**src/rtl/rom_fetch_arbiter_if.sv**
```systemverilog
// Fetch/debug request ports and the instruction-ROM port shared by the arbiter and its users.
// Latency: none, wires only.
// Backpressure: each requester holds Req/Addr until it sees its one-cycle Ack.
interface rom_fetch_arbiter_if #(
    parameter int ADDR_W = 10
);
    logic              IF_Req;
    logic [ADDR_W-1:0] IF_Addr;
    logic              IF_Ack;
    logic [31:0]       IF_Data;
    logic              DBG_Req;
    logic [ADDR_W-1:0] DBG_Addr;
    logic              DBG_Ack;
    logic [31:0]       DBG_Data;
    logic [ADDR_W-1:0] ROM_Address;
    logic [31:0]       ROM_Data;
    logic [1:0]        Grant;

    // Arbiter side.
    modport slave (
        input  IF_Req, IF_Addr, DBG_Req, DBG_Addr, ROM_Data,
        output IF_Ack, IF_Data, DBG_Ack, DBG_Data, ROM_Address, Grant
    );

    // Requester / ROM side.
    modport master (
        output IF_Req, IF_Addr, DBG_Req, DBG_Addr, ROM_Data,
        input  IF_Ack, IF_Data, DBG_Ack, DBG_Data, ROM_Address, Grant
    );
endinterface

```
**src/rtl/rom_fetch_arbiter.sv**
```systemverilog
// Arbitrates CPU fetch and debug readback onto one combinational ROM; fetch has priority.
// Latency: request sampled at edge N, Ack and Data after edge N+1; one word per 2 cycles.
// Backpressure: requester holds Req/Addr until Ack; ROM_ARB_STARVE_EN adds a debug anti-starvation counter.
module rom_fetch_arbiter #(
    parameter int ADDR_W       = 10,
    parameter int STARVE_LIMIT = 4
) (
    input  logic              Clock,
    input  logic              Reset_n,
    rom_fetch_arbiter_if.slave bus
);

    typedef enum logic [1:0] {
        IDLE     = 2'd0,
        IF_XFER  = 2'd1,
        DBG_XFER = 2'd2
    } state_t;

    state_t            state;
    logic              pick_if;
    logic              pick_dbg;
    logic              starve_force;
    logic [ADDR_W-1:0] win_addr;

    // The counter is 3 bits wide, so the limit must fit in it.
    if (STARVE_LIMIT < 1 || STARVE_LIMIT > 7) begin : g_bad_limit
        $error("rom_fetch_arbiter: STARVE_LIMIT must be 1..7");
    end

`ifdef ROM_ARB_STARVE_EN
    logic [2:0] starve_cnt;

    // Debug has waited through STARVE_LIMIT fetch grants: the next grant is its.
    assign starve_force = bus.DBG_Req && (starve_cnt >= 3'(STARVE_LIMIT));

    // Count fetch grants made while debug waits; any debug grant or idle debug clears it.
    always_ff @(posedge Clock or negedge Reset_n) begin
        if (!Reset_n) begin
            starve_cnt <= 3'd0;
        end else if (!bus.DBG_Req) begin
            starve_cnt <= 3'd0;
        end else if (state == IDLE && pick_dbg) begin
            starve_cnt <= 3'd0;
        end else if (state == IDLE && pick_if && starve_cnt != 3'd7) begin
            starve_cnt <= starve_cnt + 3'd1;
        end
    end
`else
    assign starve_force = 1'b0;
`endif

    // Winner selection for a decision in IDLE: fetch first unless debug is being starved.
    always_comb begin
        pick_if  = bus.IF_Req && !starve_force;
        pick_dbg = bus.DBG_Req && !pick_if;
        win_addr = pick_if ? bus.IF_Addr : bus.DBG_Addr;
    end

    // Grant/transfer FSM; every output is a register so Grant, Ack and Data are glitch-free.
    always_ff @(posedge Clock or negedge Reset_n) begin
        if (!Reset_n) begin
            state           <= IDLE;
            bus.IF_Ack      <= 1'b0;
            bus.DBG_Ack     <= 1'b0;
            bus.IF_Data     <= 32'd0;
            bus.DBG_Data    <= 32'd0;
            bus.ROM_Address <= '0;
            bus.Grant       <= 2'b00;
        end else begin
            bus.IF_Ack  <= 1'b0;
            bus.DBG_Ack <= 1'b0;
            case (state)
                IDLE: begin
                    // ROM_Address only moves on a grant, so it holds while idle.
                    if (pick_if) begin
                        bus.ROM_Address <= win_addr;
                        bus.Grant       <= 2'b01;
                        state           <= IF_XFER;
                    end else if (pick_dbg) begin
                        bus.ROM_Address <= win_addr;
                        bus.Grant       <= 2'b10;
                        state           <= DBG_XFER;
                    end
                end
                IF_XFER: begin
                    // The requester still shows the served request here, so always
                    // return to IDLE; a Req held through the Ack cycle is a new request.
                    bus.IF_Data <= bus.ROM_Data;
                    bus.IF_Ack  <= 1'b1;
                    bus.Grant   <= 2'b00;
                    state       <= IDLE;
                end
                DBG_XFER: begin
                    bus.DBG_Data <= bus.ROM_Data;
                    bus.DBG_Ack  <= 1'b1;
                    bus.Grant    <= 2'b00;
                    state        <= IDLE;
                end
                default: begin
                    bus.Grant <= 2'b00;
                    state     <= IDLE;
                end
            endcase
        end
    end

endmodule
```
**src/flat_wrapper.sv**
```systemverilog
// flat-port wrapper written by rule: the top's interface ports become plain ports
module rom_fetch_arbiter_flat 
#(
    parameter int ADDR_W       = 10,
    parameter int STARVE_LIMIT = 4
)
  (Clock, Reset_n, bus_IF_Req, bus_IF_Addr, bus_DBG_Req, bus_DBG_Addr, bus_ROM_Data, bus_IF_Ack, bus_IF_Data, bus_DBG_Ack, bus_DBG_Data, bus_ROM_Address, bus_Grant);
  rom_fetch_arbiter_if #(.ADDR_W(ADDR_W)) bus_i ();
  input  logic Clock;
  input  logic Reset_n;
  input wire logic [$bits(bus_i.IF_Req)-1:0] bus_IF_Req;
  input wire logic [$bits(bus_i.IF_Addr)-1:0] bus_IF_Addr;
  input wire logic [$bits(bus_i.DBG_Req)-1:0] bus_DBG_Req;
  input wire logic [$bits(bus_i.DBG_Addr)-1:0] bus_DBG_Addr;
  input wire logic [$bits(bus_i.ROM_Data)-1:0] bus_ROM_Data;
  output wire logic [$bits(bus_i.IF_Ack)-1:0] bus_IF_Ack;
  output wire logic [$bits(bus_i.IF_Data)-1:0] bus_IF_Data;
  output wire logic [$bits(bus_i.DBG_Ack)-1:0] bus_DBG_Ack;
  output wire logic [$bits(bus_i.DBG_Data)-1:0] bus_DBG_Data;
  output wire logic [$bits(bus_i.ROM_Address)-1:0] bus_ROM_Address;
  output wire logic [$bits(bus_i.Grant)-1:0] bus_Grant;
  assign bus_i.IF_Req = bus_IF_Req;
  assign bus_i.IF_Addr = bus_IF_Addr;
  assign bus_i.DBG_Req = bus_DBG_Req;
  assign bus_i.DBG_Addr = bus_DBG_Addr;
  assign bus_i.ROM_Data = bus_ROM_Data;
  assign bus_IF_Ack = bus_i.IF_Ack;
  assign bus_IF_Data = bus_i.IF_Data;
  assign bus_DBG_Ack = bus_i.DBG_Ack;
  assign bus_DBG_Data = bus_i.DBG_Data;
  assign bus_ROM_Address = bus_i.ROM_Address;
  assign bus_Grant = bus_i.Grant;
  rom_fetch_arbiter #(.ADDR_W(ADDR_W), .STARVE_LIMIT(STARVE_LIMIT)) u_core (.Clock(Clock), .Reset_n(Reset_n), .bus(bus_i));
endmodule
```
**config.mk**
```make
export PLATFORM = sky130hd
export DESIGN_NAME = rom_fetch_arbiter_flat
export DESIGN_NICKNAME = d
export VERILOG_FILES = /design/src/rtl/rom_fetch_arbiter_if.sv /design/src/rtl/rom_fetch_arbiter.sv /design/src/flat_wrapper.sv
export SDC_FILE = /design/constraint.sdc
export NUM_CORES = 1
export LEC_CHECK = 0
export CORE_MARGIN = 8
export CORE_UTILIZATION = 46
export CTS_CLUSTER_SIZE = 24
export DETAILED_ROUTE_END_ITERATION = 6
export GPL_TIMING_DRIVEN = 1
export PLACE_DENSITY = 0.95
export SYNTH_ARGS = -nofsm -noshare
export SYNTH_HDL_FRONTEND = slang
export SYNTH_SLANG_ARGS = --single-unit
```
**constraint.sdc**
```tcl
create_clock -name Clock -period 3.8 [get_ports Clock]
set_input_delay 0.95 -clock Clock [delete_from_list [all_inputs] [get_ports Clock]]
set_output_delay 0.95 -clock Clock [all_outputs]
set_load 0.01 [all_outputs]
```
==> impl_metrics.csv, run 1 <==
group,metric,value,unit
run_status,outcome,"complete, no violations",
logic_synthesis,synth_area_per_cell,17.7,µm²
cells_and_area,final_cells,398,
sta,hold_viol,0,
die,die_area,9740,µm²
logic_synthesis,synth.distinct_cells,13,
grt,grt_usage,16.2,%
flow_run,max_cap_viol_count,0,
grt,grt_pass1_wl,12400,µm
sta,skew,0.00981,ns
clocking,cts_resized,0,
sta,finalSetupViolations,0,
power_and_ir_drop,switching_power,0.000775,W
sta,finalSetupTns,0,ns
sta,layout_worst_path_cycle_share,67.3,%
sta,timing.final.crit_period,2.56,ns
die,placementRows,30,
logic_synthesis,synth_nets,234,
power_and_ir_drop,clkPwrFrac,21.3,%
power_and_ir_drop,p_int,0.00204,W
critical_path,arrival,2.77,ns
grt,antenna_found_initial,0,
logic_synthesis,ys_seq_area_share,62.1,%
sta,layout_setup_ws,1.24,ns
cells_and_area,regArea,1950,µm²
logic_synthesis,synth_warnings,0,
route,drtPass1Iterations,4,
cells_and_area,antenna_cells,0,
die,core_area,6720,µm²
clocking,clk_latency,0.34,ns
sta,fmaxAchievable,0.391,GHz
cells_and_area,multi_input_area,1110,µm²
sta,relSlewSlack,21.9,%
placed_design,place_congestion,0.684,
cells_and_area,fin_area,4690,µm²
power_and_ir_drop,pwr_density_cell,600,nW/µm²
critical_path,path_class,"in -> reg",
logic_synthesis,netlist_area,3140,µm²
power_and_ir_drop,finalPower,0.00281,W
clocking,cts_setup_buffers,0,
route,drc,0,
route,vias,1989,
route,vias_per_cell,5.00,
die,ioPinCount,134,
power_and_ir_drop,p_leak,2.03,nW
critical_path,path_max_fanout,13,
sta,grt_setup_unrepaired,"no",
route,antenna_left,0,
placed_design,pre_cts_ws,0.871,ns
clocking,cts_buffers,9,
logic_synthesis,yosys_register_bits,78,
sta,tightest_slew,1.17,ns
critical_path,startpoint_type,"input port",
sta,maxSlewViolCount,0,
logic_synthesis,synth_top_cells_by_area,"dfrtp_1, mux2_2, mux2_4",
logic_synthesis,yosys.area.top_type,"dfrtp_1",
route,wl_per_cell,19.0,µm
placed_design,dp_hpwl,5640,µm
clocking,clock-root-buffer,"clkbuf_8",
power_and_ir_drop,swShare,27.6,%
cells_and_area,fillers,466,
clocking,cts_tree,"built",
cells_and_area,final_nets,369,
die,start_util,46.8,%
grt,grt_pass1_vias,2306,
clocking,clkTransAtPathRegs,0.08,ns
cells_and_area,area_growth,49.0,%
logic_synthesis,syn_inst,178,
clocking,htreeDepth,3,
placed_design,port_buffers,133,
route,totalWireLength,7560,µm
clocking,cts_hold_buf,0,
clocking,numClockSinks,78,
worst_hold_path,hold_class,"reg -> reg",
route,drt-initial-drc-count,67,
power_and_ir_drop,irDropWorstVdd,0.000513,V
cells_and_area,drive_above_1_share,32.4,%
grt,grt_max_degree,79,
placed_design,placed_cells,382,
placed_design,dpl_cell_area,4500,µm²
grt,gr-total-overflow,0,
power_and_ir_drop,p_seq_share,42.2,%
clocking,clock_path_buffers,2,
critical_path,end_kind,"flop",
critical_path,worstPathRequired,4.02,ns
logic_synthesis,synth_top_area_share,62.1,%
die,die_y,98.7,µm
die,die_w,98.7,µm
power_and_ir_drop,comb_power_share,36.6,%
==> cells in the final DEF, fill, tap and decap left out, drive strengths merged <==
| cell type | n |
|---|---|
| mux2 | 84 |
| nor3 | 1 |
| buf | 1 |
| clkinv | 2 |
| nor2b | 1 |
| clkbuf | 10 |
| bufinv | 1 |
| nor4 | 1 |
| nor2 | 1 |
| inv | 1 |
| clkinvlp | 3 |
| nor3b | 1 |
| nand2b | 1 |
| dfrtp | 78 |
| clkdlybuf4s50 | 132 |
==> critical path, cell delays in order <==
cell	delay, ns
clkdlybuf4s50_1	0.82
nor2_1	0.18
nor3_4	0.42
mux2_2	0.40
==> path summary, 6_finish.rpt <==
check | startpoint | to | slack, ns | cells after the start
max in group asynchronous | Reset_n | u_core.bus.ROM_Address[2] | 2.42 | 1
min | u_core.bus.DBG_Data[31] | u_core.bus.DBG_Data[31] | 0.51 | 1
max reg2reg | u_core.state[0] | u_core.bus.DBG_Data[31] | 1.82 | 2
min reg2reg | u_core.bus.DBG_Data[31] | u_core.bus.DBG_Data[31] | 0.51 | 1
max | bus_IF_Req | u_core.bus.ROM_Address[9] | 1.24 | 4
min in group asynchronous | Reset_n | u_core.bus.DBG_Ack | 0.76 | 1
==> final cells by class <==
cell class | instances | area share (%)
Timing Repair Buffer | 133 | 28.4
Multi-Input combinational cell | 90 | 23.7
Clock inverter | 6 | 1.34
Inverter | 1 | 0.0801
Sequential cell | 78 | 41.7
Tap cell | 80 | 2.14
Clock buffer | 10 | 2.72
==> through the flow <==
step	utilization (%)	hold WS, ns
floorplan	-	0.550
global placement	66.9	0.488
detailed placement	66.9	0.493
CTS	69.7	0.512
global route	69.7	0.526
finish	69.7	0.509
==> Yosys cell counts <==
library cell,count
nor3_4,1
dfrtp_1,78
nor2_1,1
buf_6,6
nor2b_1,1
mux2_2,55
nand2b_1,1
nor4_1,1
nor3b_1,1
buf_2,1
inv_1,1
buf_4,2
mux2_4,29
==> cell families after synthesis <==
kind of cell | Yosys count | synth area share, %
simple gates | 6 | 1.47
flops | 78 | 62.1
buf+inv | 10 | 2.90
mux | 84 | 33.5
==> registers in the layout, indices dropped and copies added (netlist names) <==
signal                  cells
u_core.bus.DBG_Data        32
u_core.bus.IF_Data         32
u_core.bus.DBG_Ack          1
u_core.bus.ROM_Address     10
u_core.bus.IF_Ack           1
u_core.state                2
==> metal layers <==
layer | track usage, % | vias up | wire, µm | part of all wire, %
met2 | 27.2 | 77 | 3810 | 50
met3 | 7.47 | 9 | 695 | 9.2
met5 | 0 | - | 0 | 0
met1 | 17.7 | 1011 | 2980 | 39
li1 | - | 892 | - | -
met4 | 5.08 | 0 | 80 | 1.1
==> power by group through the flow <==
stage / clock (W) / sequential (W) / combinational (W)
2_1_floorplan: 0 / 0.00129 / 0.000326
3_3_place_gp: 0 / 0.00119 / 0.00102
6_report: 0.000597 / 0.00119 / 0.00103
5_1_grt: 0.000648 / 0.00122 / 0.00109
3_5_place_dp: 0 / 0.00120 / 0.00105
4_1_cts: 0.000612 / 0.00119 / 0.00105
Note: power is estimated with default switching activity, not from simulation.
==> inputs of run 2 (changes only) <==
--- a/config.mk
+++ b/config.mk
@@ -6,11 +6,11 @@
 export NUM_CORES = 1
 export LEC_CHECK = 0
 export CORE_MARGIN = 8
-export CORE_UTILIZATION = 46
+export CORE_UTILIZATION = 38
 export CTS_CLUSTER_SIZE = 24
 export DETAILED_ROUTE_END_ITERATION = 6
 export GPL_TIMING_DRIVEN = 1
-export PLACE_DENSITY = 0.95
+export PLACE_DENSITY = 0.87
 export SYNTH_ARGS = -nofsm -noshare
 export SYNTH_HDL_FRONTEND = slang
 export SYNTH_SLANG_ARGS = --single-unit
==> constraint.sdc (replaced) <==
create_clock -name Clock -period 2.3 [get_ports Clock]
set_input_delay 0.575 -clock Clock [delete_from_list [all_inputs] [get_ports Clock]]
set_output_delay 0.575 -clock Clock [all_outputs]
set_load 0.01 [all_outputs]
==> run 2 against run 1 <==
Die area is 18% higher; hold slack got worse by 0.34 ns; sequential share of layout area fell by 1.2 points; non-clock buffer count increased by 6; first-iteration DRC count down 42%; flip-flop and latch count unchanged; critical path depth shrank 3; clock-buffer cell count down 1; cell count up 7.5%; sequential power grew 64%; clock power up 100%; combinational power increased by 64%.
==> impl_metrics.csv, run 2 (synthesis gave the netlist of run 1 again) <==
group,metric,value,unit
cells_and_area,area_growth,53.3,%
route,antenna_left,0,
power_and_ir_drop,p_seq_share,40.2,%
placed_design,place_congestion,0.704,
sta,hold_viol,0,
die,placementRows,33,
power_and_ir_drop,p_int,0.00358,W
route,wl_per_cell,17.9,µm
die,core_area,8130,µm²
route,vias,1982,
cells_and_area,regArea,1950,µm²
die,ioPinCount,134,
cells_and_area,top_regs,"u_core.bus.DBG_Data x32, u_core.bus.IF_Data x32, u_core.bus.ROM_Address x10",
power_and_ir_drop,switching_power,0.00128,W
sta,skew,0.0147,ns
critical_path,crit_chain,"clkdlybuf4s50_1",
die,die_y,107,µm
die,die_w,107,µm
grt,grt_pass1_wl,12600,µm
route,drc,0,
grt,grt_max_degree,46,
run_status,outcome,"complete, no violations",
grt,grt_usage,13.9,%
cells_and_area,antenna_cells,0,
critical_path,startpoint_type,"flop",
critical_path,critPathMaxStageDelay,0.61,ns
grt,antenna_found_initial,0,
flow_run,max_cap_viol_count,0,
critical_path,path_max_fanout,6,
critical_path,worstPathRequired,1.73,ns
clocking,cts_buffers,9,
critical_path,end_kind,"output port",
critical_path,cpMaxStageDelayCell,"clkdlybuf4s50_1",
critical_path,crit_family,"buffers and inverters",
clocking,cts_resized,0,
cells_and_area,fillers,660,
power_and_ir_drop,swShare,26.3,%
grt,grt_pass1_vias,2286,
placed_design,port_buffers,133,
clocking,clock-root-buffer,"clkbuf_8",
power_and_ir_drop,irDropWorstVdd,0.000384,V
clocking,numClockSinks,78,
die,die_area,11400,µm²
cells_and_area,drive_above_1_share,33.7,%
clocking,cts_setup_buffers,0,
cells_and_area,multi_input_area,1110,µm²
placed_design,dp_hpwl,5790,µm
route,vias_per_cell,4.63,
sta,tightest_slew,0.486,ns
die,start_util,38.7,%
clocking,clk_latency,0.34,ns
sta,finalSetupTns,0,ns
clocking,clock_path_buffers,2,
sta,hold_ws,0.172,ns
cells_and_area,layout_commonest_cell,"clkdlybuf4s50_1",
sta,finalSetupViolations,0,
power_and_ir_drop,clkPwrFrac,25.0,%
clocking,htreeDepth,3,
clocking,cts_hold_buf,0,
sta,layout_worst_path_cycle_share,89.4,%
route,drtPass1Iterations,4,
clocking,cts_tree,"built",
power_and_ir_drop,p_leak,2.09,nW
grt,gr-total-overflow,0,
worst_hold_path,hold_class,"in -> async",
sta,fmaxAchievable,0.486,GHz
sta,grt_setup_unrepaired,"no",
critical_path,arrival,1.48,ns
power_and_ir_drop,pwr_density_cell,1010,nW/µm²
sta,relSlewSlack,67.5,%
power_and_ir_drop,comb_power_share,34.8,%
sta,timing.final.crit_period,2.06,ns
sta,maxSlewViolCount,0,
clocking,clkTransAtPathRegs,0.08,ns
route,totalWireLength,7680,µm
cells_and_area,final_nets,375,
route,drt-initial-drc-count,39,
critical_path,path_buf_inv,1,
critical_path,path_class,"reg -> out",
cells_and_area,layout_common_cells,"clkdlybuf4s50_1, dfrtp_1, mux2_2",
[run 2: final cells by class]
type / count / area share [%]
sequential: 78 / 40.5
clock inverter: 6 / 2.31
timing repair buffer: 139 / 28.8
clock buffer: 9 / 2.57
inverter: 1 / 0.0779
tap: 105 / 2.73
multi-input combinational: 90 / 23.1
[run 2: power by group through the flow]
stage          registers [W]  clock network, W  logic (W)
2_1_floorplan        0.00214                 0   0.000539
3_3_place_gp         0.00196                 0    0.00169
3_5_place_dp         0.00198                 0    0.00172
4_1_cts              0.00196           0.00125    0.00173
5_1_grt              0.00200           0.00131    0.00180
6_report             0.00195           0.00122    0.00169
[run 2: routing by layer]
metal | wire length [µm] | track usage, %
met1 | 3270 | 16.9
met2 | 3710 | 22.1
met3 | 641 | 6.18
met4 | 59 | 3.32
met5 | 0 | 0
[run 2: final timing paths]
path,to,depth (start not counted),startpoint,slack [ns]
max in group asynchronous,u_core.bus.ROM_Address[8],2,Reset_n,1.52
max,bus_Grant[1],1,u_core.state[1],0.24
min,u_core.bus.IF_Data[11],1,Reset_n,0.17
min in group Clock,u_core.bus.IF_Data[17],1,u_core.bus.IF_Data[17],0.51
min reg2reg,u_core.bus.IF_Data[17],1,u_core.bus.IF_Data[17],0.51
max reg2reg,u_core.bus.DBG_Data[1],3,u_core.state[0],0.78
[run 2: per-stage QoR]
stage	std cells	power, W	setup WS, ns	util (%)	instance area [µm²]
floorplan	178	0.00268	0.839	-	3140
global placement	413	0.00365	0.274	56.4	4580
finish	428	0.00486	0.243	59.3	4820
CTS	428	0.00493	0.220	59.3	4820
detailed placement	413	0.00370	0.216	56.4	4580
global route	428	0.00511	0.143	59.3	4820
==> inputs of run 3 (changes only) <==
--- a/config.mk
+++ b/config.mk
@@ -6,11 +6,12 @@
 export NUM_CORES = 1
 export LEC_CHECK = 0
 export CORE_MARGIN = 8
-export CORE_UTILIZATION = 38
+export CORE_UTILIZATION = 56
 export CTS_CLUSTER_SIZE = 24
 export DETAILED_ROUTE_END_ITERATION = 6
+export DONT_BUFFER_PORTS = 1
 export GPL_TIMING_DRIVEN = 1
-export PLACE_DENSITY = 0.87
+export PLACE_DENSITY = 0.85
 export SYNTH_ARGS = -nofsm -noshare
 export SYNTH_HDL_FRONTEND = slang
 export SYNTH_SLANG_ARGS = --single-unit
==> run 3 against run 2 <==
Clock skew shrank 0.0059 ns; sequential power grew 15%; setup slack gained 0.41 ns; wire length shrank 11%; cell count shrank 39%; critical endpoint is now u_core.bus.IF_Data[10]; flip-flop and latch count is the same; design area shrank 30%; power shrank 21%; largest power group unchanged; the run now ends with negative hold slack left.
==> impl_metrics.csv, run 3 (synthesis gave the netlist of run 1 again) <==
group,metric,value,unit
clocking,htreeDepth,3,
cells_and_area,post-route-util,61.8,%
critical_path,path_buf_inv,1,
sta,layout_worst_path_cycle_share,71.6,%
cells_and_area,multi_input_area,1110,µm²
route,vias_per_cell,5.95,
power_and_ir_drop,irDropWorstVdd,0.000686,V
die,die_w,90.9,µm
grt,grt_usage,16.6,%
placed_design,dp_hpwl,5060,µm
sta,timing.final.crit_period,1.65,ns
route,drt-initial-drc-count,55,
clocking,cts_buffers,9,
clocking,cts_tree,"built",
run_status,outcome,"complete, but fails checks",
critical_path,end_kind,"flop",
critical_path,cpMaxStageDelayCell,"dfrtp_1",
cells_and_area,final_nets,238,
route,totalWireLength,6820,µm
die,start_util,57.5,%
critical_path,startpoint_type,"flop",
die,die_area,8270,µm²
critical_path,arrival,1.86,ns
clocking,clkTransAtPathRegs,0.08,ns
critical_path,path_class,"reg -> reg",
placed_design,port_buffers,0,
grt,grt_max_degree,79,
sta,finalSetupTns,0,ns
critical_path,r2r-start,"u_core.state[0]",
sta,hold_ws,-0.0789,ns
placed_design,place_congestion,0.729,
clocking,clock_path_buffers,2,
sta,maxSlewViolCount,0,
cells_and_area,fillers,426,
die,placementRows,27,
cells_and_area,layout_commonest_cell,"dfrtp_1",
power_and_ir_drop,pwr_density_cell,1130,nW/µm²
critical_path,critPathMaxStageDelay,0.52,ns
grt,grt_pass1_wl,10800,µm
placed_design,dpl_cell_area,3180,µm²
worst_hold_path,hold_class,"in -> async",
grt,grt_pass1_vias,1797,
sta,hold_viol,78,
grt,gr-total-overflow,0,
critical_path,rr_endpoint,"u_core.bus.IF_Data[10]",
cells_and_area,top_regs,"u_core.bus.DBG_Data x32, u_core.bus.IF_Data x32, u_core.bus.ROM_Address x10",
cells_and_area,fin_area,3380,µm²
clocking,clk_latency,0.34,ns
clocking,cts_resized,0,
run_status,violations,"negative hold slack",
sta,finalSetupViolations,0,
sta,tightest_slew,0.491,ns
critical_path,path_max_fanout,33,
cells_and_area,area_growth,7.60,%
sta,relSlewSlack,67.1,%
sta,fmaxAchievable,0.607,GHz
sta,grt_setup_unrepaired,"no",
die,core_area,5470,µm²
clocking,cts_setup_buffers,0,
critical_path,crit_chain,"nor2b_4 -> buf_4 -> mux2_2",
route,antenna_left,0,
cells_and_area,drive_above_1_share,56.1,%
route,drtPass1Iterations,3,
route,wl_per_cell,26.3,µm
flow_run,max_cap_viol_count,0,
clocking,numClockSinks,78,
critical_path,crit_family,"flip-flops",
critical_path,r2r_cells,3,
critical_path,ff2ff_setup_slack,0.65,ns
route,vias,1540,
die,ioPinCount,134,
grt,antenna_found_initial,0,
power_and_ir_drop,p_leak,1.54,nW
sta,skew,0.00888,ns
die,die_y,90.9,µm
route,drc,0,
cells_and_area,regArea,1950,µm²
clocking,clock-root-buffer,"clkbuf_8",
critical_path,worstPathRequired,2.51,ns
cells_and_area,antenna_cells,0,
cells_and_area,layout_common_cells,"dfrtp_1, mux2_2, mux2_4",
run 3: metal layers:
metal / GRT usage [%] / part of all wire (%)
met2: 29.4 / 53
met4: 6.55 / 1.6
met1: 16.1 / 33
met5: 0 / 0
met3: 8.64 / 12
run 3: worst max-delay path by stage:
stage / depth (start not counted) / endpoint / slack [ns] / from
after detailed placement: 3 / u_core.bus.IF_Data[22] / 0.65 / u_core.state[0]
after global placement: 3 / u_core.bus.IF_Data[27] / 0.74 / u_core.state[0]
after global routing: 3 / u_core.bus.IF_Data[7] / 0.57 / u_core.state[0]
after floorplan: 3 / u_core.bus.ROM_Address[1] / 0.84 / bus_IF_Req
after CTS: 3 / u_core.bus.IF_Data[10] / 0.65 / u_core.state[0]
final: 3 / u_core.bus.IF_Data[10] / 0.65 / u_core.state[0]
run 3: area by class of cell:
cell class / instances / area share (%)
Inverter: 1 / 0.111
Clock buffer: 10 / 4.07
Tap cell: 72 / 2.66
Sequential cell: 78 / 57.7
Clock inverter: 6 / 1.81
Timing Repair Buffer: 2 / 0.814
Multi-Input combinational cell: 90 / 32.8
run 3: power by group:
group	leakage, nW	switching, W	internal, W
clock	0.102	0.000482	0.000527
sequential	0.916	0.000498	0.00175
combinational	0.518	0.000167	0.000418
total	1.54	0.00115	0.00269
run 3: per-stage QoR:
stage | std cells | total power [W] | setup slack (ns) | hold WS [ns]
finish | 259 | 0.00384 | 0.653 | -0.0789
global route | 259 | 0.00401 | 0.572 | -0.101
CTS | 259 | 0.00389 | 0.649 | -0.0962
detailed placement | 243 | 0.00288 | 0.655 | 0.282
global placement | 243 | 0.00280 | 0.736 | 0.281
floorplan | 178 | 0.00268 | 0.839 | 0.279
==> edit 1: new RTL, settings of run 1 <==
`ADDR_W` is set to 10 in 3 places; all go to 12.
--- a/src/rtl/rom_fetch_arbiter_if.sv
+++ b/src/rtl/rom_fetch_arbiter_if.sv
@@ -2,7 +2,7 @@
 // Latency: none, wires only.
 // Backpressure: each requester holds Req/Addr until it sees its one-cycle Ack.
 interface rom_fetch_arbiter_if #(
-    parameter int ADDR_W = 10
+    parameter int ADDR_W = 12
 );
     logic              IF_Req;
     logic [ADDR_W-1:0] IF_Addr;
--- a/src/rtl/rom_fetch_arbiter.sv
+++ b/src/rtl/rom_fetch_arbiter.sv
@@ -2,7 +2,7 @@
 // Latency: request sampled at edge N, Ack and Data after edge N+1; one word per 2 cycles.
 // Backpressure: requester holds Req/Addr until Ack; ROM_ARB_STARVE_EN adds a debug anti-starvation counter.
 module rom_fetch_arbiter #(
-    parameter int ADDR_W       = 10,
+    parameter int ADDR_W       = 12,
     parameter int STARVE_LIMIT = 4
 ) (
     input  logic              Clock,
--- a/src/flat_wrapper.sv
+++ b/src/flat_wrapper.sv
@@ -1,7 +1,7 @@
 // flat-port wrapper written by rule: the top's interface ports become plain ports
 module rom_fetch_arbiter_flat 
 #(
-    parameter int ADDR_W       = 10,
+    parameter int ADDR_W       = 12,
     parameter int STARVE_LIMIT = 4
 )
   (Clock, Reset_n, bus_IF_Req, bus_IF_Addr, bus_DBG_Req, bus_DBG_Addr, bus_ROM_Data, bus_IF_Ack, bus_IF_Data, bus_DBG_Ack, bus_DBG_Data, bus_ROM_Address, bus_Grant);
Ports: changed (resized bus_DBG_Addr, bus_IF_Addr and bus_ROM_Address); port bits go from 134 to 140. The function was not compared with the original's and may differ.
==> edit 1 against run 1 <==
  * Design area up 4.5%
  * Sequential cell count grew 2
  * Wire length increased by 5.0%
  * Worst setup slack worse by 0.043 ns
  * Non-clock buffer count increased by 6
  * Total power up 4.7%
  * Area after synthesis is 5.5% higher
  * Die area is 4.6% higher
  * Core utilization fell by 0.75 points
==> edit 1: results (changes against run 1) <==
The sum of met3 wire segment lengths after detailed routing was 756 µm (+8.8%). The fraction of final layout cells sized beyond drive strength 1 came out at 0.3262 (+0.002320). The clock sink count came out at 80 (+2.6%). The net count of the finished layout came out at 385 (+4.3%). The worst path arrival time came to 2.82 ns (+0.05 ns). The minimum setup slack among reg-to-reg paths came out at 1.83 ns.

The post-synthesis sequential area ratio was 0.6038 (-0.01700). The final weighted congestion of routability-driven global placement is 0.6978 (+2.0%). The total nets after synthesis came out at 246 (+5.1%). The area of all sequential standard cells came out at 0.002002 mm² (+2.6%). The number of global-route vias before repair came out at 2360 (+2.3%). The mux cell area share after synthesis is 0.3340 (-0.001493). The global routing usage summed across all routing layers is 0.1586 (-0.003035). Counting instances in the post-synthesis netlist gives the leading cell types as 80 x sky130_fd_sc_hd__dfrtp_1, 57 x sky130_fd_sc_hd__mux2_2, 31 x sky130_fd_sc_hd__mux2_4. The met3 track demand over resource in global routing is 0.06768 (-0.007021). The global-route track usage on met1 came to 0.1846 (+0.007128). The largest net degree at the start of global routing is 81 (+2.5%). The worst hold path terminates at u_core.bus.IF_Data[31]. The post-DP HPWL is 5.773 mm (+2.4%). The post-route met1 wirelength came out at 3.239 mm (+8.8%). The filler cell count is 514 (+10%). The number of cells in the finished layout apart from fillers is 427 (+7.3%). The total number of multi-input combinational cells is 94 (+4.4%). The flow ran to the end, and the final reports show no timing, DRC or antenna violations. The routed length per placed instance is 18.60 µm (-2.1%). The worst hold path startpoint is u_core.bus.IF_Data[31]. The total via count in the routed design is 2068 (+4.0%). The met2 demand-to-capacity share in global routing came out at 0.2573 (-0.01485). In the final layout, the registers with the most flip-flops are u_core.bus.DBG_Data (32), u_core.bus.IF_Data (32), u_core.bus.ROM_Address (12). By area the synthesized netlist is led by sky130_fd_sc_hd__dfrtp_1 60%, sky130_fd_sc_hd__mux2_2 19%, sky130_fd_sc_hd__mux2_4 14%. The number of optimization iterations in the first detailed-route pass is 4 (unchanged). The first-pass GRT wire length is 12.61 mm (+1.6%). The clock skew is 0.01046 ns (+0.0006515 ns).

The per-instance average area after synthesis came out at 17.83 µm² (+0.92%). The number of signal-net buffers in the layout is 139 (+4.5%). The multi-input gate share of total cell area is 0.2391 (+0.002023). The growth of design area from synthesis to finish is 47.70%. The worst stage delay on the critical path is 0.91 ns (+0.09 ns).

The peak fanout along the critical path is 15 (+2). The worst setup slack before clock tree synthesis came out at 0.8152 ns (-0.05574 ns). The switching power as a share of total power came out at 0.2657 (-0.009998). The leakage power came out at 0.002117 µW (+4.4%).
[edit 1: cells by family (layout without fill, tap and decap cells)]
family                 after synthesis  count (layout)
muxes                               88              88
buffers and inverters               12             154
DFF                                 80              80
and+or+nand+nor                      6               6
[edit 1: through the flow]
stage / cell area, µm² / hold WS, ns
finish: 4897 / 0.5092
global route: 4897 / 0.5249
CTS: 4897 / 0.5123
detailed placement: 4690 / 0.4942
global placement: 4690 / 0.4897
floorplan: 3316 / 0.5500
[edit 1: worst max-delay path by stage]
stage	startpoint	end	slack (ns)	cells past startpoint
floorplan	bus_IF_Req	u_core.bus.ROM_Address[10]	1.92	5
global placement	bus_IF_Req	u_core.bus.ROM_Address[7]	0.86	4
detailed placement	bus_IF_Req	u_core.bus.ROM_Address[0]	0.82	4
CTS	bus_IF_Req	u_core.bus.ROM_Address[0]	1.18	4
global route	bus_IF_Req	u_core.bus.ROM_Address[9]	1.06	4
finish	bus_IF_Req	u_core.bus.ROM_Address[8]	1.20	4
==> edit 2: new RTL, flow settings as in run 1 <==
Without the edit above. Encoding of `state_t`: now one-hot (3 bits for 3 states).
--- a/src/rtl/rom_fetch_arbiter.sv
+++ b/src/rtl/rom_fetch_arbiter.sv
@@ -10,10 +10,10 @@
     rom_fetch_arbiter_if.slave bus
 );
 
-    typedef enum logic [1:0] {
-        IDLE     = 2'd0,
-        IF_XFER  = 2'd1,
-        DBG_XFER = 2'd2
+    typedef enum logic [2:0] {
+        IDLE     = 3'b001,
+        IF_XFER  = 3'b010,
+        DBG_XFER = 3'b100
     } state_t;
 
     state_t            state;
Behaviour: no difference found for any inputs over 10 cycles, from zero or initial values and one cycle with Reset_n low; not proved beyond that.
==> edit 2 against run 1 <==
  * Fmax rose by 3.7%
  * Wire length shrank 4.9%
  * Worst setup slack gained 0.090 ns
  * Largest power group is now combinational logic
  * Area after synthesis shrank 1.6%
  * Clock skew up 0.0031 ns
  * Count of clock-buffer cells in the layout rose by 3
  * Total power increased by 34%
  * Sequential cell count is 1 higher
  * Critical path type unchanged
  * Core utilization down 0.27 points
  * Design area fell by 1.5%
  * Highest routed layer unchanged
  * Critical path depth is 1 lower
  * Critical endpoint is now u_core.bus.ROM_Address[8]
  * Combinational power grew 69%
==> edit 2: results (changes against run 1) <==
The end of the worst register-to-register path is u_core.bus.IF_Data[22]. The share of final layout cell area taken by non-clock buffers is 0.2911 (+0.007558). The multi-input combinational cell area is 0.001013 mm² (-8.8%). The worst hold path terminates at u_core.bus.IF_Data[0]. The number of signal-net buffers in the layout came to 135 (+1.5%). The clock network area share came out at 0.03822 (-0.002366). The clock slew at the register clock pins of the worst setup and hold paths is 0.08 ns (about the same).

The number of design-rule violations left by the first detailed-router iteration is 39 (-42%). The minimum setup slack among reg-to-reg paths is 1.72 ns (-0.10 ns). The timing endpoint of the critical path is u_core.bus.ROM_Address[8]. The leakage power is 0.001918 µW (-5.4%). The clock skew is 0.01288 ns (+0.003073 ns). The switching power as a share of total power is 0.2970 (+0.02126). The met2 demand-to-capacity share in global routing is 0.2698 (-0.002351). The fraction of final layout cells sized beyond drive strength 1 is 0.3209 (-0.003027). The number of cells traversed by the worst register-to-register path is 3 (+1). The routed length per placed instance is 17.95 µm (-5.6%). The worst hold path startpoint is u_core.bus.IF_Data[0].

The top achievable clock speed is 405.2 MHz (+3.7%). The total nets after synthesis is 236 (+0.85%). The layout clock buffer count came to 13 (+3). The worst setup slack before clock tree synthesis came out at 0.9779 ns (+0.1070 ns).

The post-DP HPWL is 5.425 mm (-3.7%). The number of global-route vias before repair came out at 2275 (-1.3%). The max-slew headroom at the worst pin came to 0.3512 (+0.1322). The number of optimization iterations in the first detailed-route pass came to 3 (-1). After synthesis, the cell types taking the most area are sky130_fd_sc_hd__dfrtp_1 63%, sky130_fd_sc_hd__mux2_2 30%, sky130_fd_sc_hd__buf_6 2.5%.

The met3 track demand over resource in global routing came out at 0.06970 (-0.004999). The first-pass GRT wire length came out at 11.83 mm (-4.7%). Ranked by instance count, the synthesized netlist is headed by 82 x sky130_fd_sc_hd__mux2_2, 78 x sky130_fd_sc_hd__dfrtp_1, 7 x sky130_fd_sc_hd__buf_6. The combinational power share was 0.461 (+0.095). The final weighted congestion of routability-driven global placement is 0.6657 (-2.7%). The net count of the finished layout is 372 (+0.81%). The fraction of synthesis flops using an asynchronous set or reset pin is 1.000 (unchanged). In this run the critical register-to-register path is launched from u_core.state[1].

The post-synthesis sequential area ratio was 0.6396 (+0.01879). The final sequential cell count is 79 (+1.3%). The number of warnings reported in the yosys synthesis log is 0 (unchanged). The power of the clock network came out at 554 µW (-7.2%). The run finished with clean final reports.

The filler cell count came to 478 (+2.6%). The total via count in the routed design came out at 1971 (-0.90%).
edit 2: cells by family after synthesis:
logic type | after synthesis | synth area share
AOI/OAI and AO/OA | 1 | 0.002428
buffers and inverters | 11 | 0.03276
and+or+nand+nor | 5 | 0.01942
DFF | 79 | 0.6396
muxes | 84 | 0.3058
edit 2: stage by stage:
step                      power [µW]  hold slack (ns)  instance area (µm²)  std cells
final                           3764           0.4894                 4616        401
after global routing            3986           0.5140                 4616        401
after CTS                       3828           0.4934                 4616        401
after detailed placement        3268           0.4751                 4439        385
after global placement          3195           0.4699                 4439        385
after floorplan                 2249           0.5288                 3093        180
edit 2: layer usage:
| layer | vias to the layer above | part of all wire |
|---|---|---|
| li1 | 905 | - |
| met1 | 992 | 0.39 |
| met2 | 69 | 0.52 |
| met3 | 5 | 0.084 |
| met4 | 0 | 0.0064 |
| met5 | - | 0 |
